--- src/rtl/gcd_seq.sv ---
// Iterative subtract-based GCD engine with valid/ready handshakes on both sides.
// Define GCD_CYCLE_CNT_EN to add the iter_cnt port counting CALC cycles per job.
module gcd_seq #(
  parameter int W = 7
) (
  input  logic         clk,
  input  logic         rst,
  input  logic         in_valid,
  output logic         in_ready,
  input  logic [W-1:0] a_in,
  input  logic [W-1:0] b_in,
  output logic         out_valid,
  input  logic         out_ready,
  output logic [W-1:0] gcd_out,
  output logic         busy
`ifdef GCD_CYCLE_CNT_EN
  ,
  output logic [W:0]   iter_cnt
`endif
);

  typedef enum logic [1:0] {
    S_IDLE,
    S_CALC,
    S_DONE
  } state_t;

  state_t       r_state;
  state_t       w_nextState;
  logic [W-1:0] r_a;
  logic [W-1:0] r_b;
  logic [W-1:0] r_result;
  logic         w_accept;
  logic         w_calcEnd;

  always_ff @(posedge clk) begin
    if (rst) begin
      r_state <= S_IDLE;
    end else begin
      r_state <= w_nextState;
    end
  end

  // A job ends when either operand hits zero or both become equal.
  always_comb begin
    w_nextState = r_state;
    w_accept    = 1'b0;
    w_calcEnd   = 1'b0;
    in_ready    = 1'b0;
    out_valid   = 1'b0;
    busy        = 1'b0;
    case (r_state)
      S_IDLE: begin
        in_ready = 1'b1;
        if (in_valid) begin
          w_accept    = 1'b1;
          w_nextState = S_CALC;
        end
      end
      S_CALC: begin
        busy = 1'b1;
        if ((r_a == '0) || (r_b == '0) || (r_a == r_b)) begin
          w_calcEnd   = 1'b1;
          w_nextState = S_DONE;
        end
      end
      S_DONE: begin
        busy      = 1'b1;
        out_valid = 1'b1;
        if (out_ready) begin
          w_nextState = S_IDLE;
        end
      end
      default: begin
        w_nextState = S_IDLE;
      end
    endcase
  end

  // The larger operand is always the minuend, so the subtraction never wraps.
  always_ff @(posedge clk) begin
    if (rst) begin
      r_a      <= '0;
      r_b      <= '0;
      r_result <= '0;
    end else if (w_accept) begin
      r_a <= a_in;
      r_b <= b_in;
    end else if (r_state == S_CALC) begin
      if (w_calcEnd) begin
        r_result <= (r_a == '0) ? r_b : r_a;
      end else if (r_a > r_b) begin
        r_a <= r_a - r_b;
      end else begin
        r_b <= r_b - r_a;
      end
    end
  end

  assign gcd_out = r_result;

`ifdef GCD_CYCLE_CNT_EN
  logic [W:0] r_iterCnt;

  always_ff @(posedge clk) begin
    if (rst || w_accept) begin
      r_iterCnt <= '0;
    end else if (r_state == S_CALC) begin
      r_iterCnt <= r_iterCnt + 1'b1;
    end
  end

  assign iter_cnt = r_iterCnt;
`endif

endmodule
--- config.mk ---
export PLATFORM = sky130hd
export DESIGN_NAME = gcd_seq
export DESIGN_NICKNAME = d
export VERILOG_FILES = /design/src/rtl/gcd_seq.sv
export SDC_FILE = /design/constraint.sdc
export NUM_CORES = 1
export LEC_CHECK = 0
export ABC_CLOCK_PERIOD_IN_PS = 1950
export BUFFER_PORTS_ARGS = -buffer_cell sky130_fd_sc_hd__buf_2
export CORE_UTILIZATION = 52
export CTS_CLUSTER_SIZE = 10
export DETAILED_ROUTE_END_ITERATION = 7
export GPL_ROUTABILITY_DRIVEN = 0
export PLACE_DENSITY_LB_ADDON = 0.2
export SLEW_MARGIN = 20
export SYNTH_ARGS = -nofsm -noshare
export SYNTH_HDL_FRONTEND = slang
export SYNTH_SLANG_ARGS = --single-unit
--- constraint.sdc ---
create_clock -name clk -period 1.95 [get_ports clk]
set_clock_uncertainty 0.15 [all_clocks]
set_input_delay 0.2925 -clock clk [delete_from_list [all_inputs] [get_ports clk]]
set_output_delay 0.2925 -clock clk [all_outputs]
set_load 0.01 [all_outputs]
Word-level counts from Yosys, hierarchy flattened:

Cells that the tools add are included.

* input port bits: 18
* register bits after elaboration: 23
* output and inout port bits: 10
* word-level logic and storage cells: 48

* add/sub/neg operators: 2
* bitwise operators: 1
* magnitude comparators: 1
* equal/unequal tests: 8
* reduce and logical (&&, ||, !) cells: 12
* muxes and demuxes: 20

Operators with widths (count)
* 2-to-1 mux 7 bit: 9
* zero test 7 bit: 2
* subtractor 7 bit: 2
* AND reduction 3 bit: 4
* inequality test 2 bit (second input constant): 5
* == test 7 bit: 1
* greater-than comparator 7 bit: 1
* 2-to-1 mux 1 bit: 7
* 2-to-1 mux 2 bit: 3
* one-hot mux 2 bit (3 select lines): 1
* nonzero test 2 bit: 2
* == test 2 x 1 -> 1 bit (second input constant): 1
* == test 2 bit (second input constant): 1
* zero test 2 bit: 1
* logical OR 1 bit: 2
* OR reduction 2 bit: 1
* NOT 1 bit: 1

Depth between registers and ports, before layout:

* depth after elaboration: 8
* depth in mapped cells: 9
* depth with buffers taken out: 8

Worst setup path before layout:

Ideal clock, no wire load.

* path type: reg2reg
* start: register r_a[1]
* end: register r_b[5]
* setup slack: -210 ps
* path buffers: 0
* stages on the path, launching flop included: 8
* data required time: 1705 ps
* arrival: 1915 ps
* clock period less this slack: 2160 ps
* setup time: 95 ps
* cell sequence: dfxtp_1 -> inv_1 -> ha_1 -> nor2b_1 -> o31a_1 -> or3_1 -> o211a_1 -> a221oi_1

* longest elaborated chain between the ends: 7
* elaborated cells between the ends (all ways): 15
* classes of those cells: add/sub: 1; order compare: 1; eq/ne: 3; mux: 6; reduce/logical: 4

Ends and longest elaborated chain
* start: declaration: RTL line 30 `logic [W-1:0] r_a;`
* start signal: assignment: RTL line 87 `r_a <= a_in;`
* start signal: assignment: RTL line 93 `r_a <= r_a - r_b;`
* parallel branches: the longest is 7 deep, another holds subtractor 7 bit
* end signal: assignment: RTL line 88 `r_b <= b_in;`
* end signal: assignment: RTL line 95 `r_b <= r_b - r_a;`
* end: declaration: RTL line 31 `logic [W-1:0] r_b;`

Several ways; the timed one is not identified. The select of a mux whose other input is x is not followed.
A chain may end at the register's enable or synchronous reset.

Worst setup path in the final report:

* start: register r_b[3]
* end: register r_a[0]

* longest elaborated chain between the ends: 7
* elaborated cells between the ends (all ways): 10
* classes of those cells: order compare: 1; eq/ne: 2; mux: 2; reduce/logical: 5

Ends and longest elaborated chain
* zero test 7 bit: RTL line 62 `if ((r_a == '0) || (r_b == '0) || (r_a == r_b)) begin`
* logical OR 1 bit (2 in a row): RTL line 62
* 2-to-1 mux 1 bit: RTL line 62
* 2-to-1 mux 1 bit: RTL line 52 `case (r_state)`
* inequality test 2 bit (no line)
* AND reduction 3 bit (no line) (*)

Every way passes the cells marked *; elsewhere a longest branch is shown, timed or not.

==> summary.txt <==
Run status
  • Status: complete, but fails checks
  • Failing checks: setup timing

Logic synthesis
  • Yosys warning count: 0
  • Top cells by area in the synthesized netlist: dfxtp_1 24%, ha_1 11%, a211oi_1 10%, nor2_1 4.7%, a21oi_1 4.2%
  • Syn Inst Count: 230
  • Mapped Avg Cell Area: 8.33 um2
  • Syn nets: 267
  • Flops & latches, synth: 23
  • Area leader, netlist: dfxtp_1
  • Distinct cells, synth: 46
  • Synth top area share: 24.0%
  • Sequential element share of the synthesized area: 24.0%
  • Cell Area, Synth: 0.00192 mm2

Worst setup path
  • Worst EP required: 1.96 ns
  • Worst EP arrival: 2.35 ns
  • Max incr delay on CP: 0.39 ns
  • Worst path cell trace: buf_4 -> nor4_4 -> nand4_1 -> buf_4 -> nand4_1 -> buf_4 -> o21ai_4 -> a211oi_2
  • Setup crit end: r_a[0]$_SDFFE_PP0P_
  • Critical path type: reg2reg
  • Worst Reg-to-Reg Cells: 8
  • Type of element capturing the critical path: flip-flop
  • CP startpoint: r_b[3]$_SDFFE_PP0P_
  • Setup crit start kind: flip-flop
  • Reg-to-reg slack, setup: -0.39 ns
  • Worst r2r src: r_b[3]$_SDFFE_PP0P_
  • CP Max Fanout: 5
  • Critical Path Most Common Cell: buf_4
  • CP max stage cell: dfxtp_4
  • R2r endpoint: r_a[0]$_SDFFE_PP0P_

Run
  • Total of max-cap violations: 0

Floorplanning
  • Width of the chip: 62.7 um
  • CORE AREA: 0.00344 mm2
  • Initial Util: 55.7%
  • Die area: 0.00393 mm2
  • FP Rows: 21
  • # IOs: 28
  • Die height: 62.7 um

Global route
  • Pin count of the biggest net entering global routing: 27
  • Initial antenna violation count: 0
  • Remaining global-route overflow: 0
  • Gr usage total: 34.7%
  • First-pass GRT wire length: 10,600 um
  • Number of global-route vias before repair: 2,120

Timing
  • Slew @ Worst Pin: 0.602 ns
  • Fmax: 427 MHz
  • Final Worst Setup Slack: -0.390 ns
  • Slew margin rel.: 59.9%
  • Fin. max-slew vios: 0
  • Final setup violation count: 23
  • Final Hold Slack: 0.185 ns
  • Final Hold Vio Count: 0
  • Unrepaired setup endpoints after global routing: true
  • Fin crit period: 2.34 ns
  • Fin crit share: 120%

Routing
  • WL/cell: 24.3 um
  • Initial DRT Pass Iterations: 7
  • Number of remaining DRC errors: 0
  • Routed via count: 2,519
  • Final ANT Viol Nets: 0
  • DR vias/cell: 6.98
  • Routed wire length: 8780 um
  • Starting DRT DRC Count: 311

Min path
  • Hold Path Class: in2reg

Clocking
  • Cts hold-fix bufs: 0
  • Worst-Skew Late Latency: 0.28 ns
  • Depth of the CTS H-tree: 1
  • Clk sinks: 23
  • CTS max path bufs: 2
  • CTS tree: built
  • Clock Pin Slew Worst Setup and Hold Paths: 0.09 ns
  • Number of CTS-inserted buffers: 3
  • CTS root buf: clkbuf_8

Layout
  • Multi-input logic area: 0.00167 mm2
  • Syn-to-layout area delta: 59.0%
  • Sequential cell area: 493 um2
  • Commonest non-fill, non-tap cell in the layout: buf_4
  • Design Area, Final: 0.00305 mm2
  • Fillers: 141
  • Share of cells above drive strength 1: 58.1%
  • Net count, final: 353
  • Antenna diodes: 0
  • Commonest non-fill, non-tap cells in the layout: 59 x buf_4, 27 x buf_2, 21 x nor2_1, 14 x a21oi_1, 13 x a211oi_1

Place
  • Dpl ws: -0.334 ns
  • Placement Cell Area: 0.00244 mm2
  • DP HPWL: 4050 um
  • IO buf count: 27
[sequential cells by signal (all words and copies together) (netlist names)]
signal,cells
r_state,2
gcd_out,7
r_b,7
r_a,7
[layout make-up]
type,instances,area share [%]
timing repair buffer,95,23.0
tap,46,1.89
sequential,23,16.2
inverter,18,2.63
clock buffer,3,1.36
multi-input combinational,175,54.7
clock inverter,1,0.164
[synth_stat cells, drive strengths merged]
| master | count |
|---|---|
| a211o | 4 |
| a211oi | 28 |
| a21oi | 17 |
| a221oi | 4 |
| a311oi | 1 |
| a31oi | 1 |
| and2 | 2 |
| and4 | 1 |
| buf | 11 |
| clkbuf | 4 |
| dfxtp | 23 |
| fa | 2 |
| ha | 17 |
| inv | 18 |
| mux2i | 3 |
| nand2 | 7 |
| nand2b | 4 |
| nand3 | 5 |
| nand3b | 7 |
| nand4 | 3 |
| nor2 | 24 |
| nor2b | 4 |
| nor3 | 4 |
| nor3b | 4 |
| nor4 | 2 |
| nor4b | 3 |
| o211a | 3 |
| o21a | 3 |
| o21ai | 10 |
| o21ba | 1 |
| o22a | 1 |
| o22ai | 1 |
| o31a | 3 |
| or2 | 1 |
| or3 | 3 |
| xnor2 | 1 |
[per-stage QoR]
step | utilization [%] | std cells | TNS (ns)
2_1_floorplan | - | 230 | -1.33
3_3_place_gp | 70.8 | 340 | -2.56
3_5_place_dp | 70.8 | 340 | -3.70
4_1_cts | 81.4 | 355 | -1.16
5_1_grt | 88.5 | 361 | -7.33
6_report | 88.5 | 361 | -7.05
[cells by family after synthesis]
family,share of synthesized area (%)
multiplexers,1.57
XOR/XNOR,0.457
AND/OR/NAND/NOR,21.7
adder cells (fa/ha/maj),13.2
AO/OA/AOI/OAI,30.5
buffers and inverters,8.56
flip-flops,24.0
[critical path: cells and delay by family, from the launching register on]
family | cells | cell delay, ns
flip-flops | 1 | 0.39
buffers and inverters | 3 | 0.54
AND/OR/NAND/NOR | 3 | 0.74
AO/OA/AOI/OAI | 2 | 0.40
[worst min-delay path by stage]
stage | slack, ns | from | cells past startpoint | end
final | 0.19 | b_in[2] | 3 | r_b[2]$_SDFFE_PP0P_
after global routing | 0.19 | b_in[2] | 3 | r_b[2]$_SDFFE_PP0P_
after CTS | 0.17 | b_in[2] | 3 | r_b[2]$_SDFFE_PP0P_
after detailed placement | 0.34 | gcd_out[3]$_SDFFE_PP0P_ | 2 | gcd_out[3]$_SDFFE_PP0P_
after global placement | 0.33 | gcd_out[4]$_SDFFE_PP0P_ | 2 | gcd_out[4]$_SDFFE_PP0P_
after floorplan | 0.30 | b_in[2] | 2 | r_b[2]$_SDFFE_PP0P_
[routing by layer]
metal  global-route usage, %  up-vias  share of wire [%]
met5                       0        -                  0
met3                    5.84       94                9.8
li1                        -     1018                  -
met4                    18.0        0                8.7
met2                    58.2      241                 45
met1                    42.5     1166                 37
[timing repair]
action	CTS	global route
resized for setup	56	45
pin swaps	17	24
gates cloned	1	1
setup buffers	10	5
endpoints found under the setup margin	22	23
Power is left out: the tool's default activity adds up to more than one toggle a clock period on the data nets, which glitch-free logic cannot reach.
